### src/rtl/fp_pkg.sv
// Shared types and constants for the sequential floating-point adder/subtractor.
// Word layout is {sign, exponent[EXP_W], mantissa[MAN_W]} with an implicit hidden bit.
package fp_pkg;

    typedef enum logic [2:0] {
        ST_IDLE  = 3'd0,
        ST_ALIGN = 3'd1,
        ST_ADD   = 3'd2,
        ST_NORM  = 3'd3,
        ST_ROUND = 3'd4
    } state_e;

    typedef struct packed {
        logic is_zero;
        logic is_inf;
        logic is_nan;
    } fp_flags_t;

    // Both constants come back in a 64-bit container; callers slice the low W bits.
    function automatic logic [63:0] fp_canon_nan(input int exp_w, input int man_w);
        logic [63:0] v;
        v = '0;
        for (int i = 0; i < exp_w; i++) v[man_w + i] = 1'b1;
        v[man_w - 1] = 1'b1;
        return v;
    endfunction

    function automatic logic [63:0] fp_pos_inf(input int exp_w, input int man_w);
        logic [63:0] v;
        v = '0;
        for (int i = 0; i < exp_w; i++) v[man_w + i] = 1'b1;
        return v;
    endfunction

endpackage

### src/rtl/fp_classify.sv
// Splits a floating-point word into its fields and special-value flags.
// Denormals report as zero, which is how the adder flushes them.
module fp_classify
    import fp_pkg::*;
#(
    parameter int EXP_W = 8,
    parameter int MAN_W = 23
) (
    input  logic [EXP_W+MAN_W:0] word,
    output logic                 sign,
    output logic [EXP_W-1:0]     fld_exp,
    output logic [MAN_W-1:0]     fld_man,
    output fp_flags_t            flags
);

    assign sign    = word[EXP_W+MAN_W];
    assign fld_exp = word[EXP_W+MAN_W-1:MAN_W];
    assign fld_man = word[MAN_W-1:0];

    assign flags.is_zero = (fld_exp == '0);
    assign flags.is_inf  = (&fld_exp) && (fld_man == '0);
    assign flags.is_nan  = (&fld_exp) && (fld_man != '0);

endmodule

### src/rtl/fp_addsub_seq.sv
// Multi-cycle IEEE-754 adder/subtractor: IDLE -> ALIGN -> ADD -> NORM(xk) -> ROUND.
// Define FP_ROUND_RNE_EN for round-to-nearest-even; otherwise results are truncated.
module fp_addsub_seq
    import fp_pkg::*;
#(
    parameter int EXP_W = 8,
    parameter int MAN_W = 23
) (
    input  logic                 clk,
    input  logic                 reset,
    input  logic                 enable,
    input  logic                 sub,
    input  logic [EXP_W+MAN_W:0] dataa,
    input  logic [EXP_W+MAN_W:0] datab,
    output logic [EXP_W+MAN_W:0] result,
    output logic                 done,
    output logic                 busy,
    output logic [2:0]           dbg_state
);

    localparam int W  = 1 + EXP_W + MAN_W;
    localparam int SW = MAN_W + 4;   // {hidden, man, G, R, S}
    localparam int EW = EXP_W + 1;   // one spare bit so exponent increments never wrap
    localparam logic [EW-1:0] EXP_MAX = EW'((1 << EXP_W) - 1);
    localparam logic [63:0]   NAN64   = fp_canon_nan(EXP_W, MAN_W);
    localparam logic [63:0]   INF64   = fp_pos_inf(EXP_W, MAN_W);
    localparam logic [W-1:0]  NAN_W   = NAN64[W-1:0];
    localparam logic [W-2:0]  INF_MAG = INF64[W-2:0];

    state_e          state_q, state_d;
    logic [W-1:0]    a_q, a_d, b_q, b_d, fast_res_q, fast_res_d, result_q, result_d;
    logic            fast_q, fast_d, sign_q, sign_d, eff_sub_q, eff_sub_d, zero_q, zero_d;
    logic [EW-1:0]   exp_q, exp_d;
    logic [SW-1:0]   big_q, big_d, small_q, small_d;
    logic [SW:0]     sig_q, sig_d;
    logic            done_q, done_d, busy_q, busy_d;

    logic            sa, sb;
    logic [EXP_W-1:0] ea, eb;
    logic [MAN_W-1:0] ma, mb;
    fp_flags_t       fa, fb;

    fp_classify #(.EXP_W(EXP_W), .MAN_W(MAN_W)) u_cls_a (
        .word(dataa), .sign(sa), .fld_exp(ea), .fld_man(ma), .flags(fa)
    );
    fp_classify #(.EXP_W(EXP_W), .MAN_W(MAN_W)) u_cls_b (
        .word(datab), .sign(sb), .fld_exp(eb), .fld_man(mb), .flags(fb)
    );

    // Special-value fast path, evaluated on the raw inputs at capture.
    logic         sb_eff, fast_hit;
    logic [W-1:0] fast_val;
    assign sb_eff   = sb ^ sub;
    assign fast_hit = fa.is_nan | fb.is_nan | fa.is_inf | fb.is_inf | fa.is_zero | fb.is_zero;

    always_comb begin
        fast_val = '0;
        if (fa.is_nan || fb.is_nan)      fast_val = NAN_W;
        else if (fa.is_inf && fb.is_inf) fast_val = (sa != sb_eff) ? NAN_W : {sa, ea, ma};
        else if (fa.is_inf)              fast_val = {sa, ea, ma};
        else if (fb.is_inf)              fast_val = {sb_eff, eb, mb};
        else if (fa.is_zero && fb.is_zero) fast_val = {sa & sb_eff, {(W-1){1'b0}}};
        else if (fa.is_zero)             fast_val = {sb_eff, eb, mb};
        else                             fast_val = {sa, ea, ma};
    end

    // Alignment: order by magnitude, then shift the smaller significand right.
    logic            a_big;
    logic [EW-1:0]   exp_big, exp_small, diff;
    logic [SW-1:0]   small_full, small_aln, drop_mask;
    assign a_big      = a_q[W-2:0] >= b_q[W-2:0];
    assign exp_big    = a_big ? {1'b0, a_q[W-2:MAN_W]} : {1'b0, b_q[W-2:MAN_W]};
    assign exp_small  = a_big ? {1'b0, b_q[W-2:MAN_W]} : {1'b0, a_q[W-2:MAN_W]};
    assign diff       = exp_big - exp_small;
    assign small_full = {1'b1, (a_big ? b_q[MAN_W-1:0] : a_q[MAN_W-1:0]), 3'b000};

    always_comb begin
        drop_mask = '0;
        small_aln = {{(SW-1){1'b0}}, 1'b1};
        if (diff < EW'(SW)) begin
            drop_mask = ~({SW{1'b1}} << diff);
            small_aln = (small_full >> diff) | {{(SW-1){1'b0}}, |(small_full & drop_mask)};
        end
    end

    logic            inc;
    logic [MAN_W:0]  man_rnd;
    logic [EW-1:0]   exp_rnd;
`ifdef FP_ROUND_RNE_EN
    assign inc = sig_q[2] & (sig_q[1] | sig_q[0] | sig_q[3]);
`else
    assign inc = 1'b0;
`endif
    assign man_rnd = {1'b0, sig_q[SW-2:3]} + {{MAN_W{1'b0}}, inc};
    assign exp_rnd = exp_q + {{EXP_W{1'b0}}, man_rnd[MAN_W]};

    always_comb begin
        state_d    = state_q;
        a_d        = a_q;
        b_d        = b_q;
        fast_d     = fast_q;
        fast_res_d = fast_res_q;
        sign_d     = sign_q;
        eff_sub_d  = eff_sub_q;
        zero_d     = zero_q;
        exp_d      = exp_q;
        big_d      = big_q;
        small_d    = small_q;
        sig_d      = sig_q;
        result_d   = result_q;
        done_d     = 1'b0;
        busy_d     = busy_q;
        case (state_q)
            ST_IDLE: begin
                if (enable) begin
                    a_d        = dataa;
                    b_d        = {sb_eff, datab[W-2:0]};
                    fast_d     = fast_hit;
                    fast_res_d = fast_val;
                    busy_d     = 1'b1;
                    state_d    = ST_ALIGN;
                end
            end
            ST_ALIGN: begin
                if (fast_q) begin
                    result_d = fast_res_q;
                    done_d   = 1'b1;
                    state_d  = ST_ROUND;
                end else begin
                    big_d     = {1'b1, (a_big ? a_q[MAN_W-1:0] : b_q[MAN_W-1:0]), 3'b000};
                    small_d   = small_aln;
                    exp_d     = exp_big;
                    sign_d    = a_big ? a_q[W-1] : b_q[W-1];
                    eff_sub_d = a_q[W-1] ^ b_q[W-1];
                    state_d   = ST_ADD;
                end
            end
            ST_ADD: begin
                sig_d   = eff_sub_q ? ({1'b0, big_q} - {1'b0, small_q})
                                    : ({1'b0, big_q} + {1'b0, small_q});
                zero_d  = 1'b0;
                state_d = ST_NORM;
            end
            ST_NORM: begin
                if (sig_q[SW]) begin
                    sig_d   = {1'b0, sig_q[SW:2], sig_q[1] | sig_q[0]};
                    exp_d   = exp_q + 1'b1;
                    state_d = ST_ROUND;
                end else if (sig_q == '0) begin
                    zero_d  = 1'b1;
                    sign_d  = 1'b0;
                    state_d = ST_ROUND;
                end else if (!sig_q[SW-1]) begin
                    // Another shift would take the exponent to zero: flush instead.
                    if (exp_q <= EW'(1)) begin
                        zero_d  = 1'b1;
                        state_d = ST_ROUND;
                    end else begin
                        sig_d = sig_q << 1;
                        exp_d = exp_q - 1'b1;
                    end
                end else begin
                    state_d = ST_ROUND;
                end
            end
            ST_ROUND: begin
                if (done_q) begin
                    busy_d  = 1'b0;
                    state_d = ST_IDLE;
                end else begin
                    done_d = 1'b1;
                    if (zero_q)                  result_d = {sign_q, {(W-1){1'b0}}};
                    else if (exp_rnd >= EXP_MAX) result_d = {sign_q, INF_MAG};
                    else result_d = {sign_q, exp_rnd[EXP_W-1:0],
                                     (man_rnd[MAN_W] ? {MAN_W{1'b0}} : man_rnd[MAN_W-1:0])};
                end
            end
            default: state_d = ST_IDLE;
        endcase
    end

    always_ff @(posedge clk or posedge reset) begin
        if (reset) begin
            state_q    <= ST_IDLE;
            a_q        <= '0;
            b_q        <= '0;
            fast_q     <= 1'b0;
            fast_res_q <= '0;
            sign_q     <= 1'b0;
            eff_sub_q  <= 1'b0;
            zero_q     <= 1'b0;
            exp_q      <= '0;
            big_q      <= '0;
            small_q    <= '0;
            sig_q      <= '0;
            result_q   <= '0;
            done_q     <= 1'b0;
            busy_q     <= 1'b0;
        end else begin
            state_q    <= state_d;
            a_q        <= a_d;
            b_q        <= b_d;
            fast_q     <= fast_d;
            fast_res_q <= fast_res_d;
            sign_q     <= sign_d;
            eff_sub_q  <= eff_sub_d;
            zero_q     <= zero_d;
            exp_q      <= exp_d;
            big_q      <= big_d;
            small_q    <= small_d;
            sig_q      <= sig_d;
            result_q   <= result_d;
            done_q     <= done_d;
            busy_q     <= busy_d;
        end
    end

    assign result    = result_q;
    assign done      = done_q;
    assign busy      = busy_q;
    assign dbg_state = state_q;

endmodule

### config.mk
export PLATFORM = sky130hd
export DESIGN_NAME = fp_addsub_seq
export DESIGN_NICKNAME = d
export VERILOG_FILES = /design/src/rtl/fp_pkg.sv /design/src/rtl/fp_classify.sv /design/src/rtl/fp_addsub_seq.sv
export SDC_FILE = /design/constraint.sdc
export NUM_CORES = 1
export LEC_CHECK = 0
export ABC_AREA = 1
export ABC_CLOCK_PERIOD_IN_PS = 6800
export BUFFER_PORTS_ARGS = -buffer_cell sky130_fd_sc_hd__clkbuf_2
export CELL_PAD_IN_SITES_DETAIL_PLACEMENT = 0
export CELL_PAD_IN_SITES_GLOBAL_PLACEMENT = 1
export CORE_UTILIZATION = 30
export DETAILED_ROUTE_END_ITERATION = 10
export GPL_TIMING_DRIVEN = 0
export PLACE_DENSITY = 0.6
export SETUP_SLACK_MARGIN = 0.05
export SKIP_LAST_GASP = 1
export SLEW_MARGIN = 20
export SYNTH_ARGS = -nofsm -noshare
export SYNTH_HDL_FRONTEND = slang
export SYNTH_SLANG_ARGS = --single-unit
export TNS_END_PERCENT = 50
### constraint.sdc
create_clock -name clk -period 6.8 [get_ports clk]
set_input_delay 0.68 -clock clk [delete_from_list [all_inputs] [get_ports clk]]
set_output_delay 0.68 -clock clk [all_outputs]
set_load 0.01 [all_outputs]
## Word-level counts from Yosys, hierarchy flattened

Cells that the tools add are included.

- Equal/unequal tests: 18
- Reduce and logical (&&, ||, !) cells: 32
- $lt $le $gt $ge: 4
- $add $sub $neg: 5
- Bitwise operators: 13
- Muxes and demuxes: 53
- Shift-type cells: 2

Operators with widths:

| cell | number |
|---|---|
| $mux W32 | 9 |
| $mux W27 | 5 |
| $pmux W32 S2 | 1 |
| $mux W31 | 2 |
| $pmux W28 S2 | 1 |
| $logic_not A23 Y1 | 2 |
| $mux W23 | 2 |
| $reduce_bool A23 Y1 | 2 |
| $mux W9 | 5 |
| $ge A31 B31 Y1 | 1 |
| $add A27 B27 Y28 | 1 |
| $logic_not A28 Y1 | 1 |
| $mux W28 | 1 |
| $sub A27 B27 Y28 | 1 |
| $and A27 B27 Y27 | 1 |
| $not A27 Y27 | 1 |
| $or A27 B1 Y27 | 1 |
| $reduce_or A27 Y1 | 1 |
| $shl A27 B9 Y27 const A | 1 |
| $shr A27 B9 Y27 | 1 |
| $mux W3 | 7 |
| $pmux W9 S2 | 1 |
| $logic_not A8 Y1 | 2 |
| $mux W8 | 2 |
| other kinds (29) | 75 |

- Input port bits: 68
- Output and inout bits: 37
- Logic and storage cells: 144
- Register bits after elaboration: 225

## Longest topological paths before layout

- Depth after elaboration: 9
- Mapped depth: 35
- Gate-level depth less buffers: 34

## Modules after synthesis

Synthesis repeated with hierarchy kept, for this count alone.

- Cells, all modules: 2454
- Area total of the unflattened synthesis: 16863.7 um^2

Modules (own cells, without submodules):

| module | cells an instance | sequential area each (um^2) | area an instance (um^2) | times used |
|---|---|---|---|---|
| fp_addsub_seq | 2320 | 5630.4 | 16077.9 | 1 |
| fp_classify | 67 | 0.0 | 392.9 | 2 |

## Worst setup path after synthesis

OpenSTA, ideal clock, no wires.

- Path kind: reg2reg
- Start point: reg b_q[26]
- End point: reg small_q[0]
- Buffers on the path: 2
- Setup slack: 3312 ps
- Period minus slack after synthesis: 3488 ps
- Data arrival time: 3371 ps
- Required time: 6683 ps
- Setup time: 117 ps
- Stages on the path, launching flop included: 33
- Path through: dfrtp_1 > inv_1 > ha_1 > buf_4 > nand2_1 > inv_2 > nand2_1 > nand2_1 > a21oi_1 > nand2_1 > nor2_2 > nand2_2 > nand2_1 > nand3_2 > ha_1 > nand3b_1 > nand2_1 > nand3_1 > nand2_1 > inv_1 > nor2_2 > nand2_1 > buf_4 > nor2_2 > nand4_1 > nand2_1 > nand2_1 > nand2_1 > nand2_1 > nor2_1 > nand3_1 > nor2_1 > nor2_1

- Word-level cells in the longest chain between the ends: 9
- Elaborated cells on any way between the ends: 13
- Those cells by class: 1 x add/sub; 2 x order compare; 2 x shift; 4 x mux; 3 x bitwise; 1 x reduce/logical

Ends and longest elaborated chain:

| element | RTL line | RTL |
|---|---|---|
| start: declaration | fp_addsub_seq.sv:31 | `logic [W-1:0] a_q, a_d, b_q, b_d, fast_res_q, fast_res_d, result_q, result_d;` |
| start signal: assignment | fp_addsub_seq.sv:186 | `b_q <= '0;` |
| start signal: assignment | fp_addsub_seq.sv:202 | `b_q <= b_d;` |
| $ge A31 B31 Y1 | fp_addsub_seq.sv:71 | `assign a_big = a_q[W-2:0] >= b_q[W-2:0];` |
| $mux W8, on equally long branches | fp_addsub_seq.sv:72, fp_addsub_seq.sv:73 |  |
| $sub A8 B8 Y9 | fp_addsub_seq.sv:74 | `assign diff = exp_big - exp_small;` |
| $shl A27 B9 Y27 | fp_addsub_seq.sv:81 | `drop_mask = ~({SW{1'b1}} << diff);` |
| $not A27 Y27 | fp_addsub_seq.sv:81 |  |
| $and A27 B27 Y27 | fp_addsub_seq.sv:82 | `small_aln = (small_full >> diff) \| {{(SW-1){1'b0}}, \|(small_full & drop_mask)};` |
| $reduce_or A27 Y1 | fp_addsub_seq.sv:82 |  |
| $or A27 B1 Y27 | fp_addsub_seq.sv:82 |  |
| $mux W27 (*) | fp_addsub_seq.sv:80 | `if (diff < EW'(SW)) begin` |
| end signal: assignment | fp_addsub_seq.sv:210 | `small_q <= small_d;` |
| end: declaration | fp_addsub_seq.sv:34 | `logic [SW-1:0] big_q, big_d, small_q, small_d;` |

Mark *: on every way between the ends. The rest lies on a longest branch, timed or not.
A chain may end at the register's enable or synchronous reset.

## Worst setup path in the final report

- Start point: reg b_q[30]
- End point: reg small_q[10]

- Word-level cells in the longest chain between the ends: 6
- Elaborated cells on any way between the ends: 9
- Those cells by class: 1 x add/sub; 2 x order compare; 1 x shift; 4 x mux; 1 x bitwise

Ends and longest elaborated chain:

| element | RTL line |
|---|---|
| $ge A31 B31 Y1 | fp_addsub_seq.sv:71 |
| $mux W8, on equally long branches | fp_addsub_seq.sv:72, fp_addsub_seq.sv:73 |
| $sub A8 B8 Y9 | fp_addsub_seq.sv:74 |
| $shr A27 B9 Y27 | fp_addsub_seq.sv:82 |
| $or A27 B1 Y27 | fp_addsub_seq.sv:82 |
| $mux W27 (*) | fp_addsub_seq.sv:80 |

Marks and branches as above.

==> flow_summary.ini <==
[sta]
maxSlewViolCount = 0
rsz0062_at_grt = no
finalHoldViolCount = 0
max_slew_margin_pct = 16.2
max_freq_ghz = 0.200
finalCriticalPeriod_ps = 5000
fin_tns_setup_ps = 0
setup_viol_count_final = 0
worst_slew_pin_slew_ps = 1250
finalClockSkew_ps = 14.7
finalCritPeriodShare_pct = 73.5

[logic_synthesis]
ys.flop_type = dfrtp_1
ys_seq_area_share_pct = 35.1
synth_cells = 2318
ys_types = 59
synthArstFlopShare_pct = 100
synth_area_um2 = 16000
ys_seq_elements = 225
yosysWarnings = 0
synth_area_per_cell_um2 = 6.91
postSynthNetCount = 2473
synth_edf_count = 0

[worst_setup_path]
cp_slowest_cell = xor2_1
crit_fanout = 10
reg2reg_slack_ps = 1800
startpoint_type = flip-flop
slowest_delay_ps = 790
path_common_cell = nand3_1
cp_num_buf_inv = 5
cpLargestDelayFamily = simple AND/OR/NAND/NOR gates
crit_chain = inv_1, ha_1, nand2_2, nor2_2, nand4_1, nor2_1, nand2_1, buf_2, nand3_2, nand3_2, ha_1, nand3b_1, xor2_1, inv_2, buf_1, buf_1, nand3_1, nand3_1, nand3_1, nand3_1, o21ai_1
r2r-end = small_q[10]
cp.arrival_ps = 5490
reg2reg_from = b_q[30]
critPathKind = flip-flop to flip-flop
reg2reg_depth = 21
crit_required_ps = 7290
cp-end-kind = flip-flop

[global_route]
grt_pass1_wl_um = 102000
grt_max_degree = 32
grt_pass1_vias = 16000
grtUsageTotal_pct = 25.2
gr-total-overflow = 0
antenna_found_initial = 1

[cts]
holdBufCountCts = 0
htreeDepth = 1
ctsResizeCount = 0
cts.reportedPaths.clkPinSlew_ps = 60
root_buffer = clkbuf_16
numCtsBuffers = 29
cts_tree = yes
clock_insertion_delay_worst_skew_ps = 560
clk_path_buf_depth = 3
cts.sinks = 225
cts_setup_buffers = 0

[place]
portBuffers = 104
dpl.hpwl_um = 55800
gp_congestion = 0.897

[floorplan]
io_pins = 105
row_count = 84
core_area_um2 = 52700
dieHeight_um = 233
die_area_um2 = 54300
initial_core_util_pct = 30.4
die_x_um = 233

[finish]
drive_gt1_share_pct = 8.51
syn_to_final_growth_pct = 15.7
final_nets = 2616
nFillCells = 5726

[detailed_routing]
routed.top_layer = met5
wl_met3_um = 3650
viasPerCell = 5.22
first_pass_iters = 5
wl_met2_um = 30500
vias = 16600
remaining_drc_errors = 0
wl_um = 68200
wl_met1_um = 32300
drt_iter0_drc = 1396
wl_per_cell_um = 21.5
ant_nets = 0

[min_path]
hp-class = input port to asynchronous set/reset pin

[flow_run]
cap_violations = 0

[outcome]
status = finished clean
[sequential cells by signal, indices dropped and copies added (netlist names)]
name and cells:
a_q 32, b_q 32, fast_res_q 32, result 32, sig_q 28, small_q 27
big_q 24, exp_q 9, dbg_state 3, busy 1, done 1, eff_sub_q 1
fast_q 1, sign_q 1, zero_q 1
[cell families (layout without fill, tap and decap cells)]
kind of cell,Yosys count,in the layout,synth area share (%)
AO/OA/AOI/OAI,567,567,20.7
XOR/XNOR,17,17,0.976
adder cells (fa/ha/maj),87,87,6.84
buffers and inverters,385,547,9.36
flip-flops,225,225,35.1
other,0,2,0
AND/OR/NAND/NOR,1037,1037,27.0
[layer usage]
metal | track usage [%] | vias to the layer above
met5 | 0 | -
met4 | 6.23 | 2
met3 | 3.32 | 90
met2 | 39.5 | 440
met1 | 36.2 | 7964
li1 | - | 8060
[synth_stat cells, drive strengths merged, types with 18 or more instances]
library cell / n / area [um^2]
a21oi: 115 / 579
clkbuf: 97 / 364
nand2: 631 / 2380
buf: 22 / 136
a221oi: 20 / 175
dfrtp: 225 / 5630
nand4: 22 / 138
o21ai: 275 / 1380
a31oi: 38 / 238
ha: 86 / 1080
a2bb2oi: 18 / 158
o41ai: 22 / 193
nor2: 192 / 751
nand3: 139 / 728
inv: 264 / 991
[placed cells by master (no fill, tap or decap), drive strengths merged, types with 3 or more instances in the layout]
| cell type | n |
|---|---|
| nand3 | 139 |
| clkbuf | 239 |
| a31oi | 38 |
| nand4 | 22 |
| xor2 | 15 |
| a2bb2oi | 18 |
| o31ai | 4 |
| bufinv | 4 |
| a2111oi | 6 |
| nor3 | 14 |
| a21oi | 115 |
| o22ai | 17 |
| o41ai | 22 |
| o21a | 7 |
| a22oi | 7 |
| nor4 | 17 |
| buf | 30 |
| o21ai | 275 |
| clkinv | 8 |
| nor2 | 192 |
| or2 | 15 |
| nand2 | 631 |
| o211ai | 12 |
| o2111ai | 3 |
| ha | 86 |
| a21boi | 8 |
| a221oi | 20 |
| inv | 264 |
| dfrtp | 225 |
| nand3b | 3 |
| o221ai | 4 |
[worst max path at each step]
stage,startpoint,end,slack (ps),depth (start not counted)
finish,b_q[30],small_q[10],1800,21
global route,b_q[30],small_q[0],1450,28
CTS,b_q[30],small_q[0],1880,28
detailed placement,b_q[30],small_q[0],1880,28
global placement,reset,a_q[21],1450,2
floorplan,reset,a_q[0],3180,1
[worst reg2reg max path, cell delays in order, from the launching register on]
cell      delay, ps
dfrtp_1         370
inv_1            90
ha_1            490
nand2_2         120
nor2_2          200
nand4_1         150
nor2_1          130
nand2_1         100
buf_2           220
nand3_2         120
nand3_2         130
ha_1            200
nand3b_1        250
xor2_1          790
inv_2           270
buf_1           310
buf_1           310
nand3_1         210
nand3_1          90
nand3_1          80
nand3_1         190
o21ai_1         130
[final cells by class]
| type | instances | area, um^2 | area share [%] |
|---|---|---|---|
| multi-input cells | 1708 | 8900 | 48.0 |
| repair buffers | 112 | 688 | 3.71 |
| well taps | 688 | 861 | 4.64 |
| plain buffers | 119 | 500 | 2.70 |
| diodes | 2 | 5.00 | 0.0270 |
| clock inverters | 12 | 170 | 0.918 |
| inverters | 266 | 1000 | 5.41 |
| flip-flops and latches | 225 | 5630 | 30.4 |
| clock buffers | 38 | 779 | 4.21 |
[per-stage QoR]
step | area (um^2) | util (%) | setup slack, ps | hold WS (ps) | std cells
after floorplan | 16000 | - | 3180 | 447 | 2318
final | 18500 | 35.2 | 1800 | 118 | 3170
after CTS | 18500 | 35.2 | 1880 | 102 | 3168
after detailed placement | 17600 | 33.4 | 1880 | 502 | 3118
after global placement | 17400 | 33.1 | 1450 | 495 | 3110
after global routing | 18500 | 35.2 | 1450 | 122 | 3168
Power is left out: the tool's default activity adds up to more than one toggle a clock period on the data nets, which glitch-free logic cannot reach.
